### src/rtl/tree_walker.sv
// rtl/tree_walker.sv - decision-tree walker driving an external signed comparator
//
// Purpose:
//   Walks a configurable binary decision tree held in a local node table.
//   For every non-leaf node on the path it sends the selected feature value,
//   the node weight and the node index to an external comparator. It then
//   follows the left child when the comparator returns decision=1 and the
//   right child otherwise. The walk ends when it reaches a leaf, and the
//   result is the leaf class together with the number of comparisons made.
//   The walk also ends with an error when the comparator echoes the wrong
//   node index, or when the table loops and the path reaches N_NODE
//   comparisons.
//
// Ports:
//   clk, reset                    clock; asynchronous active-high reset
//   io_cfg_node_*                 node-table write port (accepted in IDLE only)
//   io_cfg_feat_*                 feature-register write port (accepted in IDLE only)
//   io_start_valid/ready          traversal start handshake
//   io_req_*                      comparator request (feature, weights, index)
//   io_resp_*                     comparator response (decision, echoed index)
//   io_out_*                      traversal result (class, depth, error)

module tree_walker #(
    parameter int DATA_W  = 32,
    parameter int N_NODE  = 16,
    parameter int N_FEAT  = 8,
    parameter int CLASS_W = 8,
    localparam int IDX_W  = $clog2(N_NODE),
    localparam int FIDX_W = $clog2(N_FEAT)
) (
    input  logic               clk,
    input  logic               reset,

    input  logic               io_cfg_node_we,
    input  logic [IDX_W-1:0]   io_cfg_node_addr,
    input  logic [DATA_W-1:0]  io_cfg_node_weight,
    input  logic [FIDX_W-1:0]  io_cfg_node_fidx,
    input  logic [IDX_W-1:0]   io_cfg_node_left,
    input  logic [IDX_W-1:0]   io_cfg_node_right,
    input  logic               io_cfg_node_leaf,
    input  logic [CLASS_W-1:0] io_cfg_node_class,

    input  logic               io_cfg_feat_we,
    input  logic [FIDX_W-1:0]  io_cfg_feat_addr,
    input  logic [DATA_W-1:0]  io_cfg_feat_data,

    input  logic               io_start_valid,
    output logic               io_start_ready,

    output logic               io_req_valid,
    input  logic               io_req_ready,
    output logic [DATA_W-1:0]  io_req_bits_feature,
    output logic [DATA_W-1:0]  io_req_bits_weights,
    output logic [IDX_W-1:0]   io_req_bits_index,

    input  logic               io_resp_valid,
    output logic               io_resp_ready,
    input  logic               io_resp_bits_decision,
    input  logic [IDX_W-1:0]   io_resp_bits_index,

    output logic               io_out_valid,
    input  logic               io_out_ready,
    output logic [CLASS_W-1:0] io_out_bits_class,
    output logic [IDX_W:0]     io_out_bits_depth,
    output logic               io_out_bits_error
);

    typedef enum logic [1:0] {
        S_IDLE  = 2'd0,
        S_ISSUE = 2'd1,
        S_WAIT  = 2'd2,
        S_DONE  = 2'd3
    } state_t;

    state_t             r_state;
    state_t             w_state_nxt;

    logic [IDX_W-1:0]   r_cur;
    logic [IDX_W-1:0]   w_cur_nxt;
    logic [IDX_W:0]     r_depth;
    logic [IDX_W:0]     w_depth_nxt;
    logic [CLASS_W-1:0] r_class;
    logic [CLASS_W-1:0] w_class_nxt;
    logic               r_error;
    logic               w_error_nxt;

    logic [DATA_W-1:0]  r_node_weight [N_NODE];
    logic [FIDX_W-1:0]  r_node_fidx   [N_NODE];
    logic [IDX_W-1:0]   r_node_left   [N_NODE];
    logic [IDX_W-1:0]   r_node_right  [N_NODE];
    logic               r_node_leaf   [N_NODE];
    logic [CLASS_W-1:0] r_node_class  [N_NODE];
    logic [DATA_W-1:0]  r_feat        [N_FEAT];

    // The tables can only change in IDLE. Request fields are read straight
    // from them through r_cur, so the request stays stable during a stall.
    logic               w_cfg_en;
    logic               w_depth_limit;

    assign w_cfg_en      = (r_state == S_IDLE);
    assign w_depth_limit = (r_depth == (IDX_W+1)'(N_NODE));

    always_ff @(posedge clk or posedge reset) begin
        if (reset) begin
            for (int i = 0; i < N_NODE; i++) begin
                r_node_weight[i] <= '0;
                r_node_fidx[i]   <= '0;
                r_node_left[i]   <= '0;
                r_node_right[i]  <= '0;
                r_node_leaf[i]   <= 1'b0;
                r_node_class[i]  <= '0;
            end
        end else if (w_cfg_en && io_cfg_node_we) begin
            r_node_weight[io_cfg_node_addr] <= io_cfg_node_weight;
            r_node_fidx[io_cfg_node_addr]   <= io_cfg_node_fidx;
            r_node_left[io_cfg_node_addr]   <= io_cfg_node_left;
            r_node_right[io_cfg_node_addr]  <= io_cfg_node_right;
            r_node_leaf[io_cfg_node_addr]   <= io_cfg_node_leaf;
            r_node_class[io_cfg_node_addr]  <= io_cfg_node_class;
        end
    end

    always_ff @(posedge clk or posedge reset) begin
        if (reset) begin
            for (int i = 0; i < N_FEAT; i++) begin
                r_feat[i] <= '0;
            end
        end else if (w_cfg_en && io_cfg_feat_we) begin
            r_feat[io_cfg_feat_addr] <= io_cfg_feat_data;
        end
    end

    always_ff @(posedge clk or posedge reset) begin
        if (reset) begin
            r_state <= S_IDLE;
            r_cur   <= '0;
            r_depth <= '0;
            r_class <= '0;
            r_error <= 1'b0;
        end else begin
            r_state <= w_state_nxt;
            r_cur   <= w_cur_nxt;
            r_depth <= w_depth_nxt;
            r_class <= w_class_nxt;
            r_error <= w_error_nxt;
        end
    end

    always_comb begin
        w_state_nxt    = r_state;
        w_cur_nxt      = r_cur;
        w_depth_nxt    = r_depth;
        w_class_nxt    = r_class;
        w_error_nxt    = r_error;
        io_start_ready = 1'b0;
        io_req_valid   = 1'b0;
        io_resp_ready  = 1'b0;
        io_out_valid   = 1'b0;

        case (r_state)
            S_IDLE: begin
                io_start_ready = 1'b1;
                if (io_start_valid) begin
                    w_cur_nxt   = '0;
                    w_depth_nxt = '0;
                    w_state_nxt = S_ISSUE;
                end
            end
            S_ISSUE: begin
                if (r_node_leaf[r_cur]) begin
                    w_class_nxt = r_node_class[r_cur];
                    w_error_nxt = 1'b0;
                    w_state_nxt = S_DONE;
                end else if (w_depth_limit) begin
                    // N_NODE comparisons without reaching a leaf: the table loops.
                    w_class_nxt = '0;
                    w_error_nxt = 1'b1;
                    w_state_nxt = S_DONE;
                end else begin
                    io_req_valid = 1'b1;
                    if (io_req_ready) begin
                        w_state_nxt = S_WAIT;
                    end
                end
            end
            S_WAIT: begin
                io_resp_ready = 1'b1;
                if (io_resp_valid) begin
                    if (io_resp_bits_index == r_cur) begin
                        w_cur_nxt   = io_resp_bits_decision ? r_node_left[r_cur]
                                                            : r_node_right[r_cur];
                        w_depth_nxt = r_depth + (IDX_W+1)'(1);
                        w_state_nxt = S_ISSUE;
                    end else begin
                        w_class_nxt = '0;
                        w_error_nxt = 1'b1;
                        w_state_nxt = S_DONE;
                    end
                end
            end
            S_DONE: begin
                io_out_valid = 1'b1;
                if (io_out_ready) begin
                    w_state_nxt = S_IDLE;
                end
            end
            default: begin
                w_state_nxt = S_IDLE;
            end
        endcase
    end

    assign io_req_bits_feature = r_feat[r_node_fidx[r_cur]];
    assign io_req_bits_weights = r_node_weight[r_cur];
    assign io_req_bits_index   = r_cur;

    assign io_out_bits_class   = r_class;
    assign io_out_bits_depth   = r_depth;
    assign io_out_bits_error   = r_error;

endmodule

### config.mk
export PLATFORM = sky130hd
export DESIGN_NAME = tree_walker
export DESIGN_NICKNAME = d
export VERILOG_FILES = /design/src/rtl/tree_walker.sv
export SDC_FILE = /design/constraint.sdc
export NUM_CORES = 2
export LEC_CHECK = 0
export CORE_UTILIZATION = 50
export CTS_CLUSTER_DIAMETER = 200
export DETAILED_ROUTE_END_ITERATION = 8
export GPL_TIMING_DRIVEN = 0
export PLACE_DENSITY = 0.67
export SLEW_MARGIN = 20
export SYNTH_ARGS = -nofsm -noshare
export SYNTH_HDL_FRONTEND = slang
export SYNTH_SLANG_ARGS = --single-unit
### constraint.sdc
create_clock -name clk -period 50.3 [get_ports clk]
set_clock_uncertainty 0.2 [all_clocks]
set_input_delay 12.575 -clock clk [delete_from_list [all_inputs] [get_ports clk]]
set_output_delay 12.575 -clock clk [all_outputs]
set_load 0.03 [all_outputs]
== Yosys cells after proc, flatten, opt, wreduce, memory -nomap -nowiden ==
Cells that the tools add are included.

* Logic and storage cells: 215
* Flip-flop bits (word level): 1108
* Input port bits: 104
* Output and inout bits: 86

* Bitwise operators: 4
* Multiplexer cells: 73
* Reduce and logical (&&, ||, !) cells: 10
* Equal/unequal tests: 12
* Add/sub/neg operators: 1
* Magnitude comparators: 6

{| class="wikitable"
|+ Operators with widths
! operator !! number
|-
| bitwise mux 512 bit || 1
|-
| bitwise mux 256 bit || 1
|-
| 2-to-1 mux 32 bit || 6
|-
| binary-select mux 32 bit (select 4 bit) || 1
|-
| bitwise mux 128 bit || 1
|-
| bitwise mux 64 bit || 2
|-
| demux 32 bit (select 4 bit) || 1
|-
| binary-select mux 32 bit (select 3 bit) || 1
|-
| demux 32 bit (select 3 bit) || 1
|-
| 2-to-1 mux 8 bit || 7
|-
| bitwise mux 48 bit || 1
|-
| 2-to-1 mux 4 bit || 9
|-
| binary-select mux 4 bit (select 4 bit) || 2
|-
| binary-select mux 8 bit (select 4 bit) || 1
|-
| demux 8 bit (select 4 bit) || 1
|-
| bitwise mux 16 bit || 1
|-
| demux 4 bit (select 4 bit) || 1
|-
| case mux 8 bit (2 select lines) || 1
|-
| 2-to-1 mux 5 bit || 3
|-
| 2-to-1 mux 2 bit || 7
|-
| 2-to-1 mux 1 bit || 13
|-
| binary-select mux 3 bit (select 4 bit) || 1
|-
| demux 3 bit (select 4 bit) || 1
|-
| AND reduction 4 bit || 3
|-
| 24 further kinds || 39
|}

== Logic depth before layout (Yosys ltp) ==
* Depth after elaboration: 8
* Mapped depth: 9

== Worst setup path before layout ==
Ideal clock, no wire load.

* Path type: reg-to-output
* Start: register r_cur[0] (netlist: io_req_bits_index[0])
* End: output io_req_bits_feature[30]
* Stages on the path, launching flop included: 10
* Buffers on the path: 4
* Path slack: 34.451 ns
* Data required time: 37.525 ns
* Data arrival time: 3.074 ns
* Cell sequence: dfrtp_1 > buf_6 > buf_12 > mux4_2 > nand3b_1 > and4_1 > buf_6 > buf_2 > a2111oi_0 > nor4_1

* Longest elaborated chain between the ends: 8

{| class="wikitable"
|+ RTL lines
! what !! line !! source
|-
| start, declared || 78 || <nowiki>logic [IDX_W-1:0] r_cur;</nowiki>
|-
| start signal, assigned || 142 || <nowiki>r_cur <= w_cur_nxt;</nowiki>
|-
| NOT 4 -> 5 bit (not written as such) || 213 || <nowiki>assign io_req_bits_feature = r_feat[r_node_fidx[r_cur]];</nowiki>
|-
| binary-select mux 3 bit (select 4 bit) || 213 ||
|-
| 2-to-1 mux 3 bit (not written as such) (2 in series) || 213 ||
|-
| NOT 3 -> 4 bit (not written as such) || 213 ||
|-
| binary-select mux 32 bit (select 3 bit) || 213 ||
|-
| 2-to-1 mux 32 bit (not written as such) (2 in series) || 213 ||
|-
| end, declared || 52 || <nowiki>output logic [DATA_W-1:0] io_req_bits_feature,</nowiki>
|}

Every way passes these cells. The select of a mux whose other input is x is not followed.

== Final worst setup path ==
* Start: register r_cur[1] (netlist: io_req_bits_index[1])
* End: output io_req_bits_weights[1]

* Longest elaborated chain between the ends: 4

{| class="wikitable"
|+ RTL lines
! what !! line !! source
|-
| NOT 4 -> 5 bit (not written as such) || 214 || <nowiki>assign io_req_bits_weights = r_node_weight[r_cur];</nowiki>
|-
| binary-select mux 32 bit (select 4 bit) || 214 ||
|-
| 2-to-1 mux 32 bit (not written as such) (2 in series) || 214 ||
|-
| end, declared || 53 || <nowiki>output logic [DATA_W-1:0] io_req_bits_weights,</nowiki>
|}

Every way passes these cells. The select of a mux whose other input is x is not followed.

==> run metrics <==
Worst Hold Depth=1; Worst Setup Path Type=reg2out; Synth Warn #=0; routed len/inst=28.5 um; post-DR vias/cell=6.09; Root Buffer=clkbuf_16; clock network power share=23.6%; GRT Total Usage=27.1%; Placed Instance Area=54000 sq um; cts hold-fix bufs=0; Final Wtd Congestion=0.825; row count=115; die height=319 um; top post-synthesis cells by area=dfrtp_1, mux2_2, mux4_2, mux2_1, mux2_4; layout cells sized above 1=40.4%; Yosys cell types=48; CTS tree=done; initial core utilization=50.7%; CP Data Arrival Time=5.35 ns; WL met3=6.71 mm; vias in the first global route=31.5k; number of fill cells=7364; Net Sw Power=1180 uW; H-tree Lvls=3; total global routing overflow=0; max layer used=met5; die footprint=102000 sq um; largest net degree at the start of global routing=113; crit end category=output port; cell area after synthesis=50200 sq um; Port Buf Inserts=186; Slew headroom=17.1%; wire length on met2=67.7 mm; biggest area consumer among synthesized cells=dfrtp_1; Critical Path Stages=9; placed cell count=4486; DRT antenna net count=0; syn avg cell area=16.7 sq um; Sequential Power Share=39.6%; P_leak=0.0263 uW; final wirelength=134 mm; Initial DRC Count=1828; hold_ws=0.282 ns; Crit path required time=37.52 ns; initial antenna violation count=12; Tcrit/Tclk final=36.0%; endpoints failing hold=0; Net Sw Frac=31.2%; setup bufs post-CTS=0; Synth Flop Type=dfrtp_1; Worst Tran Pin Value=1.24 ns; core area=98900 sq um; setup TNS=0 ns; fmax=55.2 MHz; Top Ports=190; cell chain of the critical path=buf_6, buf_12, buf_2, buf_2, clkbuf_1, clkbuf_1, mux4_2, mux4_2, clkdlybuf4s50_1; die width=319 um; peak supply drop=0.0396 mV; Clock Tree Buf Depth=3; clk sink count=1108; WL met1=55.4 mm; flops & latches, synth=1108; Final Critical Period=18.12 ns; post_cts resized=0; Combinational Power Share=36.7%; async set or reset register ratio after synthesis=100%; Slowest-stage cell, CP=clkbuf_1; setup violators final=0; Internal Power=2610 uW; fin nets=3423; Critical Path Start Type=flip-flop; Power Density=65.3 nW/um^2; CP Max Fanout=10; DRC viols=0; internal reg-to-reg setup slack=46.48 ns; TritonCTS Buffers=116; first-pass GRT wire length=205 mm; Layout Area Growth over Synthesis=15.7%; status=completed; Reg2Reg Depth=6; final instance area=58000 sq um; Synth top area share=55.3%; RSZ-0062 raised after global routing=no; overall power=3790 uW; Hold Path Class=reg2reg; number of flops mapped to enable cells by yosys=0; max_cap viols=0; Pre-Repair DR Iteration Count=5; Syn Nets=3106; non-filler cells, final=4702; clk_lat worst skew=0.70 ns; DR vias=28.6k; clock transition at the registers of the reported paths=0.06 ns; Slew Limit Fails=0; crit path buf inv count=7; hpwl dp=89.0 mm; Crit path max-delay family=buffers and inverters; Mapped Cells=3000; crit-path max cell delay=0.97 ns; Seq/Total Area, Yosys=55.3%
synthesized netlist by cell type (3+ instances only):
master	instances
dfrtp_1	1108
mux2_2	760
mux2_1	423
mux4_2	283
clkbuf_1	113
buf_1	60
buf_2	54
mux2_4	31
nand2_1	27
nor2_1	14
a22o_1	9
inv_1	9
buf_12	8
mux2i_1	7
nor2b_1	7
xor2_1	7
a21oi_1	6
mux4_1	6
nand2b_1	6
o21ai_1	6
a221oi_1	5
buf_4	5
nand3_1	5
a2111oi_0	4
buf_6	4
and2_1	3
and3_1	3
nand4_1	3
stage by stage:
step	util [%]	worst slack, ns
2_1_floorplan	-	6.33
3_3_place_gp	54.2	-2.89
3_5_place_dp	54.6	32.77
4_1_cts	58.7	31.99
5_1_grt	58.7	32.10
6_report	58.7	32.18
placed cells by master, fill, tap and decap left out, types with 6 or more instances in the layout:
cell type,count
a21oi_1,6
a22o_1,9
buf_1,47
buf_12,8
buf_16,11
buf_2,65
buf_4,6
bufinv_16,12
clkbuf_1,129
clkbuf_16,119
clkbuf_2,11
clkbuf_8,31
clkdlybuf4s50_1,186
clkinv_2,15
dfrtp_1,1108
inv_1,8
mux2_1,423
mux2_2,760
mux2_4,31
mux2i_1,7
mux4_1,6
mux4_2,283
nand2_1,27
nand2b_1,6
nor2_1,13
nor2b_1,7
o21ai_1,6
xor2_1,7
power groups by stage:
stage                     registers, uW  clock network, uW  logic, uW
final                              1500                895       1390
after floorplan                    1460                  0       1000
after CTS                          1500                911       1410
after global placement             1480                  0       1360
after global routing               1550                947       1480
after detailed placement           1510                  0       1410
layout make-up:
type / count / area [sq um] / share of cell area (%)
diodes: 5 / 12.5 / 0.0216
plain buffers: 246 / 1210 / 2.09
clock buffers: 175 / 3500 / 6.03
clock inverters: 36 / 524 / 0.903
inverters: 10 / 45.0 / 0.0776
multi-input cells: 1636 / 21200 / 36.6
flip-flops and latches: 1108 / 27700 / 47.8
well taps: 1287 / 1610 / 2.78
repair buffers: 199 / 2190 / 3.77
sequential cells by signal, summed over array words and instances (netlist names):
name / count
r_node_weight: 512
r_feat: 256
r_node_class: 128
r_node_left: 64
r_node_right: 64
r_node_fidx: 48
r_node_leaf: 16
io_out_bits_class: 8
io_out_bits_depth: 5
io_req_bits_index: 4
r_state: 2
io_out_bits_error: 1
path summary, 6_finish.rpt:
check	start	endpoint
worst max-delay path	io_req_bits_index[1]	io_req_bits_weights[1]
worst max register to register	r_state[1]	r_node_right[39]
min in group asynchronous	reset	r_node_left[63]
worst min-delay path	r_node_weight[498]	r_node_weight[498]
worst min register to register	r_node_weight[498]	r_node_weight[498]
max in group asynchronous	reset	r_node_weight[50]
layer usage:
layer	vias to the layer above	GRT usage, %
met2	748	46.0
met1	15700	35.6
met4	14	8.40
met3	271	4.75
li1	11900	-
met5	-	0
worst reg2reg max path, stage by stage, from the launching register on:
cell      delay (ns)
dfrtp_1         0.36
clkbuf_1        0.19
nor2_2          0.48
nand4b_1        0.31
nor2_1          0.81
clkbuf_1        0.91
mux2_2          0.43
cell families after synthesis:
kind of cell,synth area share [%]
AOI/OAI and AO/OA,0.541
xor gates and xnor gates,0.122
DFF,55.3
adders and majority gates,0.0499
buffers and inverters,2.44
and+or+nand+nor,0.793
muxes,40.8
Note: power is estimated with default switching activity, not from simulation.
